<file path="src/rtl/fifo_rd_arbiter_if.sv">
// Bundle of the FIFO read port and the consumer-side request/delivery signals
// shared between the read-domain arbiter (slave) and its environment (master).
interface fifo_rd_arbiter_if #(
  parameter int NREQ      = 4,
  parameter int DATA_W    = 8,
  parameter int MAX_BURST = 8,
  parameter int BURST_W   = $clog2(MAX_BURST + 1),
  parameter int ID_W      = $clog2(NREQ)
) ();
  // Handshake: o_rinc pops one word only while i_empty is low; that word shows
  // up on i_rdata one cycle later, in the cycle o_valid qualifies o_data/o_dst_id.
  logic [NREQ-1:0]         i_req;
  logic [NREQ*BURST_W-1:0] i_burst_len;
  logic                    i_empty;
  logic [DATA_W-1:0]       i_rdata;
  logic                    o_rinc;
  logic [NREQ-1:0]         o_gnt;
  logic                    o_valid;
  logic [DATA_W-1:0]       o_data;
  logic [ID_W-1:0]         o_dst_id;
  logic [NREQ-1:0]         o_done;

  modport slave (
    input  i_req, i_burst_len, i_empty, i_rdata,
    output o_rinc, o_gnt, o_valid, o_data, o_dst_id, o_done
  );

  modport master (
    output i_req, i_burst_len, i_empty, i_rdata,
    input  o_rinc, o_gnt, o_valid, o_data, o_dst_id, o_done
  );
endinterface

</file>
<file path="src/rtl/fifo_rd_arbiter.sv">
// Round-robin scheduler sharing one FIFO read port among NREQ consumers; each
// grant delivers one uninterrupted, ID-tagged burst of clamped length.
module fifo_rd_arbiter #(
  parameter int NREQ      = 4,
  parameter int DATA_W    = 8,
  parameter int MAX_BURST = 8,
  parameter int BURST_W   = $clog2(MAX_BURST + 1),
  parameter int ID_W      = $clog2(NREQ)
) (
  input  logic               i_rclk,
  input  logic               i_rrst,
  fifo_rd_arbiter_if.slave   bus,
  output logic [1:0]         o_dbg_state
);

  typedef enum logic [1:0] {
    IDLE  = 2'd0,
    BURST = 2'd1,
    TAIL  = 2'd2
  } state_e;

  state_e              state_q, state_d;
  logic [ID_W-1:0]     rr_q, rr_d;
  logic [ID_W-1:0]     id_q, id_d;
  logic [BURST_W-1:0]  cnt_q, cnt_d;
  logic [NREQ-1:0]     gnt_q, gnt_d;
  logic [NREQ-1:0]     done_q, done_d;
  logic                valid_q, valid_d;
  logic [DATA_W-1:0]   hold_q, hold_d;

  logic                rinc;
  logic                win_found;
  logic [ID_W-1:0]     win_idx;
  logic [ID_W:0]       cand;
  logic [BURST_W-1:0]  req_len;
  logic [BURST_W-1:0]  clamp_len;

  // Search upward from rr with wrap; the first set request wins.
  always_comb begin
    win_found = 1'b0;
    win_idx   = '0;
    cand      = '0;
    for (int i = 0; i < NREQ; i++) begin
      cand = {1'b0, rr_q} + (ID_W+1)'(i);
      if (cand >= (ID_W+1)'(NREQ)) begin
        cand = cand - (ID_W+1)'(NREQ);
      end
      if (!win_found && bus.i_req[cand[ID_W-1:0]]) begin
        win_found = 1'b1;
        win_idx   = cand[ID_W-1:0];
      end
    end
  end

  always_comb begin
    req_len = bus.i_burst_len[win_idx*BURST_W +: BURST_W];
    if (req_len == '0) begin
      clamp_len = BURST_W'(1);
    end else if (req_len > BURST_W'(MAX_BURST)) begin
      clamp_len = BURST_W'(MAX_BURST);
    end else begin
      clamp_len = req_len;
    end
  end

  always_comb begin
    state_d = state_q;
    rr_d    = rr_q;
    id_d    = id_q;
    cnt_d   = cnt_q;
    gnt_d   = gnt_q;
    done_d  = '0;
    rinc    = 1'b0;
    case (state_q)
      IDLE: begin
        if (win_found) begin
          gnt_d          = '0;
          gnt_d[win_idx] = 1'b1;
          id_d           = win_idx;
          cnt_d          = clamp_len;
          state_d        = BURST;
        end
      end
      BURST: begin
        rinc = ~bus.i_empty;
        if (rinc) begin
          cnt_d = cnt_q - BURST_W'(1);
          // done is registered so it lands in TAIL together with the last word.
          if (cnt_q == BURST_W'(1)) begin
            state_d      = TAIL;
            done_d[id_q] = 1'b1;
          end
        end
      end
      TAIL: begin
        gnt_d   = '0;
        rr_d    = (id_q == ID_W'(NREQ - 1)) ? '0 : id_q + ID_W'(1);
        state_d = IDLE;
      end
      default: begin
        state_d = IDLE;
      end
    endcase
  end

  always_comb begin
    valid_d = rinc;
    hold_d  = valid_q ? bus.i_rdata : hold_q;
  end

  always_ff @(posedge i_rclk) begin
    if (i_rrst) begin
      state_q <= IDLE;
      rr_q    <= '0;
      id_q    <= '0;
      cnt_q   <= '0;
      gnt_q   <= '0;
      done_q  <= '0;
      valid_q <= 1'b0;
      hold_q  <= '0;
    end else begin
      state_q <= state_d;
      rr_q    <= rr_d;
      id_q    <= id_d;
      cnt_q   <= cnt_d;
      gnt_q   <= gnt_d;
      done_q  <= done_d;
      valid_q <= valid_d;
      hold_q  <= hold_d;
    end
  end

  // The FIFO word arrives in the o_valid cycle itself, so pass it through then.
  assign bus.o_data   = valid_q ? bus.i_rdata : hold_q;
  assign bus.o_rinc   = rinc;
  assign bus.o_gnt    = gnt_q;
  assign bus.o_valid  = valid_q;
  assign bus.o_dst_id = id_q;
  assign bus.o_done   = done_q;
  assign o_dbg_state  = state_q;

endmodule

</file>
<file path="src/flat_wrapper.sv">
// flat-port wrapper written by rule: the top's interface ports become plain ports
module fifo_rd_arbiter_flat 
#(
  parameter int NREQ      = 4,
  parameter int DATA_W    = 8,
  parameter int MAX_BURST = 8,
  parameter int BURST_W   = $clog2(MAX_BURST + 1),
  parameter int ID_W      = $clog2(NREQ)
)
  (i_rclk, i_rrst, o_dbg_state, bus_i_req, bus_i_burst_len, bus_i_empty, bus_i_rdata, bus_o_rinc, bus_o_gnt, bus_o_valid, bus_o_data, bus_o_dst_id, bus_o_done);
  fifo_rd_arbiter_if #(.NREQ(NREQ), .DATA_W(DATA_W), .MAX_BURST(MAX_BURST), .BURST_W(BURST_W), .ID_W(ID_W)) bus_i ();
  input  logic i_rclk;
  input  logic i_rrst;
  output logic [1:0] o_dbg_state;
  input wire logic [$bits(bus_i.i_req)-1:0] bus_i_req;
  input wire logic [$bits(bus_i.i_burst_len)-1:0] bus_i_burst_len;
  input wire logic [$bits(bus_i.i_empty)-1:0] bus_i_empty;
  input wire logic [$bits(bus_i.i_rdata)-1:0] bus_i_rdata;
  output wire logic [$bits(bus_i.o_rinc)-1:0] bus_o_rinc;
  output wire logic [$bits(bus_i.o_gnt)-1:0] bus_o_gnt;
  output wire logic [$bits(bus_i.o_valid)-1:0] bus_o_valid;
  output wire logic [$bits(bus_i.o_data)-1:0] bus_o_data;
  output wire logic [$bits(bus_i.o_dst_id)-1:0] bus_o_dst_id;
  output wire logic [$bits(bus_i.o_done)-1:0] bus_o_done;
  assign bus_i.i_req = bus_i_req;
  assign bus_i.i_burst_len = bus_i_burst_len;
  assign bus_i.i_empty = bus_i_empty;
  assign bus_i.i_rdata = bus_i_rdata;
  assign bus_o_rinc = bus_i.o_rinc;
  assign bus_o_gnt = bus_i.o_gnt;
  assign bus_o_valid = bus_i.o_valid;
  assign bus_o_data = bus_i.o_data;
  assign bus_o_dst_id = bus_i.o_dst_id;
  assign bus_o_done = bus_i.o_done;
  fifo_rd_arbiter #(.NREQ(NREQ), .DATA_W(DATA_W), .MAX_BURST(MAX_BURST), .BURST_W(BURST_W), .ID_W(ID_W)) u_core (.i_rclk(i_rclk), .i_rrst(i_rrst), .bus(bus_i), .o_dbg_state(o_dbg_state));
endmodule
</file>
<file path="config.mk">
export PLATFORM = sky130hd
export DESIGN_NAME = fifo_rd_arbiter_flat
export DESIGN_NICKNAME = d
export VERILOG_FILES = /design/src/rtl/fifo_rd_arbiter_if.sv /design/src/rtl/fifo_rd_arbiter.sv /design/src/flat_wrapper.sv
export SDC_FILE = /design/constraint.sdc
export NUM_CORES = 1
export LEC_CHECK = 0
export ABC_CLOCK_PERIOD_IN_PS = 2420
export BUFFER_PORTS_ARGS = -buffer_cell sky130_fd_sc_hd__clkbuf_2
export CORE_UTILIZATION = 43
export CTS_CLUSTER_SIZE = 20
export DETAILED_ROUTE_END_ITERATION = 8
export PLACE_DENSITY = 0.71
export SETUP_SLACK_MARGIN = 0.2
export SYNTH_ARGS = -nofsm -noshare
export SYNTH_HDL_FRONTEND = slang
export SYNTH_SLANG_ARGS = --single-unit
</file>
<file path="constraint.sdc">
create_clock -name i_rclk -period 2.42 [get_ports i_rclk]
set_input_delay 0.121 -clock i_rclk [delete_from_list [all_inputs] [get_ports i_rclk]]
set_output_delay 0.121 -clock i_rclk [all_outputs]
set_load 0.01 [all_outputs]
</file>
==> impl_metrics.env <==
export IMPL_outcome="finished clean"
export IMPL_synth_edf_count=0
export IMPL_num_antenna_cells=0
export IMPL_globalplace_congestion=0.7398
export IMPL_post_cts_resized=0
export IMPL_r2r_slack_ns=0.50
export IMPL_hold_path_class="input pin to flip-flop"
export IMPL_setup_viol=0
export IMPL_vias_per_cell=4.980
export IMPL_setup_tns_ns=0
export IMPL_cp_start_kind="flip-flop"
export IMPL_cellLeakagePower_nw=0.8024
export IMPL_post_place_cells=240
export IMPL_combPwrFrac_pct=21.9
export IMPL_synth_area_sq_mm=0.001395
export IMPL_layout_commonest_cell="clkbuf_2"
export IMPL_swShare_pct=27.49
export IMPL_vias=1215
export IMPL_postPlaceCellArea_sq_mm=0.001699
export IMPL_die_area_sq_mm=0.003476
export IMPL_cts_sinks=27
export IMPL_cts_setup_buffers=0
export IMPL_drtPass1Iterations=4
export IMPL_worst_pin_slew_ns=0.4860
export IMPL_end_kind="flip-flop"
export IMPL_row_count=20
export IMPL_start_util_pct=45.33
export IMPL_worstPathArrival_ns=2.12
export IMPL_synth_top_family_by_area="simple AND/OR/NAND/NOR gates"
export IMPL_power_density_mw_per_mm2=499.4
export IMPL_avgSynthCellArea_sq_um=9.426
export IMPL_fill_cells=312
export IMPL_avgRoutedWirePerCell_um=11.51
export IMPL_numCtsBuffers=3
export IMPL_cap_violations=0
export IMPL_path_class="flip-flop to flip-flop"
export IMPL_htreeDepth=1
export IMPL_synthArstFlopShare_pct=0
export IMPL_yosysWarnings=0
export IMPL_ys_ff_latch=27
export IMPL_coreArea_sq_mm=0.003078
export IMPL_clk_latency_ns=0.32
export IMPL_grt_pass1_wl_mm=4.685
export IMPL_reg2reg_depth=7
export IMPL_synth_compound_area_share_pct=12.38
export IMPL_synthXorXnorAreaFrac_pct=0
export IMPL_ys_seq_area_share_pct=38.74
export IMPL_synthSimpleGateAreaFrac_pct=21.79
export IMPL_detailedRoute_firstIterationViolations=21
export IMPL_finalHoldViolations=0
export IMPL_routed_wl_mm=2.808
export IMPL_antenna_found_initial=0
export IMPL_ios=53
export IMPL_final_cell_mix="clkbuf_2, dfxtp_1, nor2_1"
export IMPL_drv_slew=0
export IMPL_fmax_mhz=521.1
export IMPL_yosys_area_top_type="dfxtp_1"
export IMPL_max_slew_margin_rel_pct=67.60
export IMPL_p_int_w=0.0006247
export IMPL_yosys_top_cells_area="dfxtp_1, mux2_2, mux2i_1"
export IMPL_layout_drive_gt1_share_pct=38.50
export IMPL_synth_top_area_share_pct=38.74
export IMPL_die_height_um=58.96
export IMPL_worstSetupStartpoint="u_core.rr_q[1]$_SDFFE_PP0P_"
export IMPL_final_area_sq_mm=0.001725
export IMPL_clk_pin_slew_ns=0.14
export IMPL_grt_overflow_total=0
export IMPL_dpl_hpwl_mm=2.289
export IMPL_numPortBuffers=52
export IMPL_fin_crit_sh_pct=79.31
export IMPL_chipWidth_um=58.96
export IMPL_cts_tree="yes"
export IMPL_synth_cell_types=37
export IMPL_synth_flop_cell="dfxtp_1"
export IMPL_first_global_vias=1153
export IMPL_synth_cells=148
export IMPL_finClkSkew_ns=0.004692
export IMPL_p_sw_w=0.0002369
export IMPL_synth_nets=185
export IMPL_path_max_fanout=10
export IMPL_rsz0062_at_grt="false"
export IMPL_critPathRequiredTime_ns=2.62
export IMPL_grt_use_total_pct=17.21
export IMPL_area_delta_synth_final_pct=23.68
export IMPL_route_detailed_drc=0
export IMPL_synth_mux_area_share_pct=17.67
export IMPL_cts_hold_repair_buffers=0
export IMPL_instances_no_fill=244
export IMPL_cts_path_max_buffers=2
export IMPL_nets=238
export IMPL_min_path_cells=3
export IMPL_ir_drop_mv=0.1951
export IMPL_cts_root_buf="clkbuf_4"
export IMPL_grt_max_degree=24
export IMPL_rr_startpoint="u_core.rr_q[1]$_SDFFE_PP0P_"
export IMPL_finalCriticalPeriod_ns=1.919
export IMPL_synth_fa_ha_area_share_pct=5.381
export IMPL_endpoint="u_core.cnt_q[0]$_SDFFE_PP0P_"
export IMPL_p_clk_share_pct=22.1
export IMPL_ant_nets=0
export IMPL_timing_rr_end="u_core.cnt_q[0]$_SDFFE_PP0P_"
export IMPL_seq_power_share_pct=56.0
kinds of logic (layout without fill, tap and decap cells):
group	after synthesis	after routing
compound gates	23	23
fa+ha+maj	6	6
buf+inv	13	65
flops	27	27
mux	23	23
simple gates	56	56
power groups by stage:
stage | Clock (W) | Combinational [W] | Sequential (W)
floorplan | 0 | 0.000124 | 0.000491
global placement | 0 | 0.000183 | 0.000490
detailed placement | 0 | 0.000190 | 0.000492
CTS | 0.000196 | 0.000191 | 0.000482
global route | 0.000215 | 0.000213 | 0.000486
finish | 0.000190 | 0.000189 | 0.000482
routing by layer:
metal  vias to the layer above  GRT usage (%)  wire, um
met3                         0          3.297       155
li1                        630              -         -
met5                         -              0         0
met4                         0          2.041         0
met1                       547          19.65      1245
met2                        38          33.60      1408
stage by stage:
stage | util, % | setup slack (ns) | hold WS (ns) | total power, W
after floorplan | - | 0.7019 | 0.1926 | 0.0006150
after global placement | 55.20 | 0.5969 | 0.4707 | 0.0006733
after detailed placement | 55.20 | 0.5228 | 0.4806 | 0.0006822
after CTS | 56.06 | 0.4961 | 0.1620 | 0.0008691
after global routing | 56.06 | 0.3439 | 0.1609 | 0.0009138
final | 56.06 | 0.5008 | 0.1592 | 0.0008616
worst max-delay path, cell delays in order (launching register included):
cell and delay (ns):
dfxtp_1 0.39, or3b_1 0.40, o221ai_2 0.10, buf_4 0.23
mux2i_1 0.10, mux2_2 0.28, a211oi_2 0.22, nor3_1 0.07
cell type report:
cell class	instances	area, sq um	area share (%)
Multi-Input combinational cell	108	798.3	46.27
Sequential cell	27	540.5	31.33
Timing Repair Buffer	55	282.8	16.39
Tap cell	44	55.05	3.191
Clock buffer	4	26.28	1.523
Inverter	6	22.52	1.305
registers in the layout, summed over array words and instances, names as in the netlist:
| register | cells |
|---|---|
| u_core.bus.o_done | 4 |
| u_core.bus.o_dst_id | 2 |
| u_core.bus.o_gnt | 4 |
| u_core.bus.o_valid | 1 |
| u_core.cnt_q | 4 |
| u_core.hold_q | 8 |
| u_core.o_dbg_state | 2 |
| u_core.rr_q | 2 |
worst min-delay path by stage:
stage / start / endpoint / slack (ns)
2_1_floorplan: i_rrst / u_core.hold_q[0]$_SDFF_PP0_ / 0.19
3_3_place_gp: u_core.bus.o_gnt[0]$_SDFFE_PP0P_ / u_core.bus.o_gnt[0]$_SDFFE_PP0P_ / 0.47
3_5_place_dp: u_core.bus.o_gnt[2]$_SDFFE_PP0P_ / u_core.bus.o_gnt[2]$_SDFFE_PP0P_ / 0.48
4_1_cts: bus_i_rdata[4] / u_core.hold_q[4]$_SDFF_PP0_ / 0.16
5_1_grt: bus_i_rdata[5] / u_core.hold_q[5]$_SDFF_PP0_ / 0.16
6_report: bus_i_rdata[1] / u_core.hold_q[1]$_SDFF_PP0_ / 0.16
synth_stat cells (2+ instances only):
cell	count
clkbuf_1	6
nor3_1	4
nor2_1	15
nand2b_1	2
mux2i_1	10
mux2_2	13
a22oi_1	2
nor4_1	4
ha_1	6
dfxtp_1	27
and2_1	4
o21ai_0	2
nor3b_1	2
a21oi_1	6
or3_1	2
nor2b_1	13
inv_1	6
nand2_1	5
No activity file was read; power rests on OpenSTA's default activity.
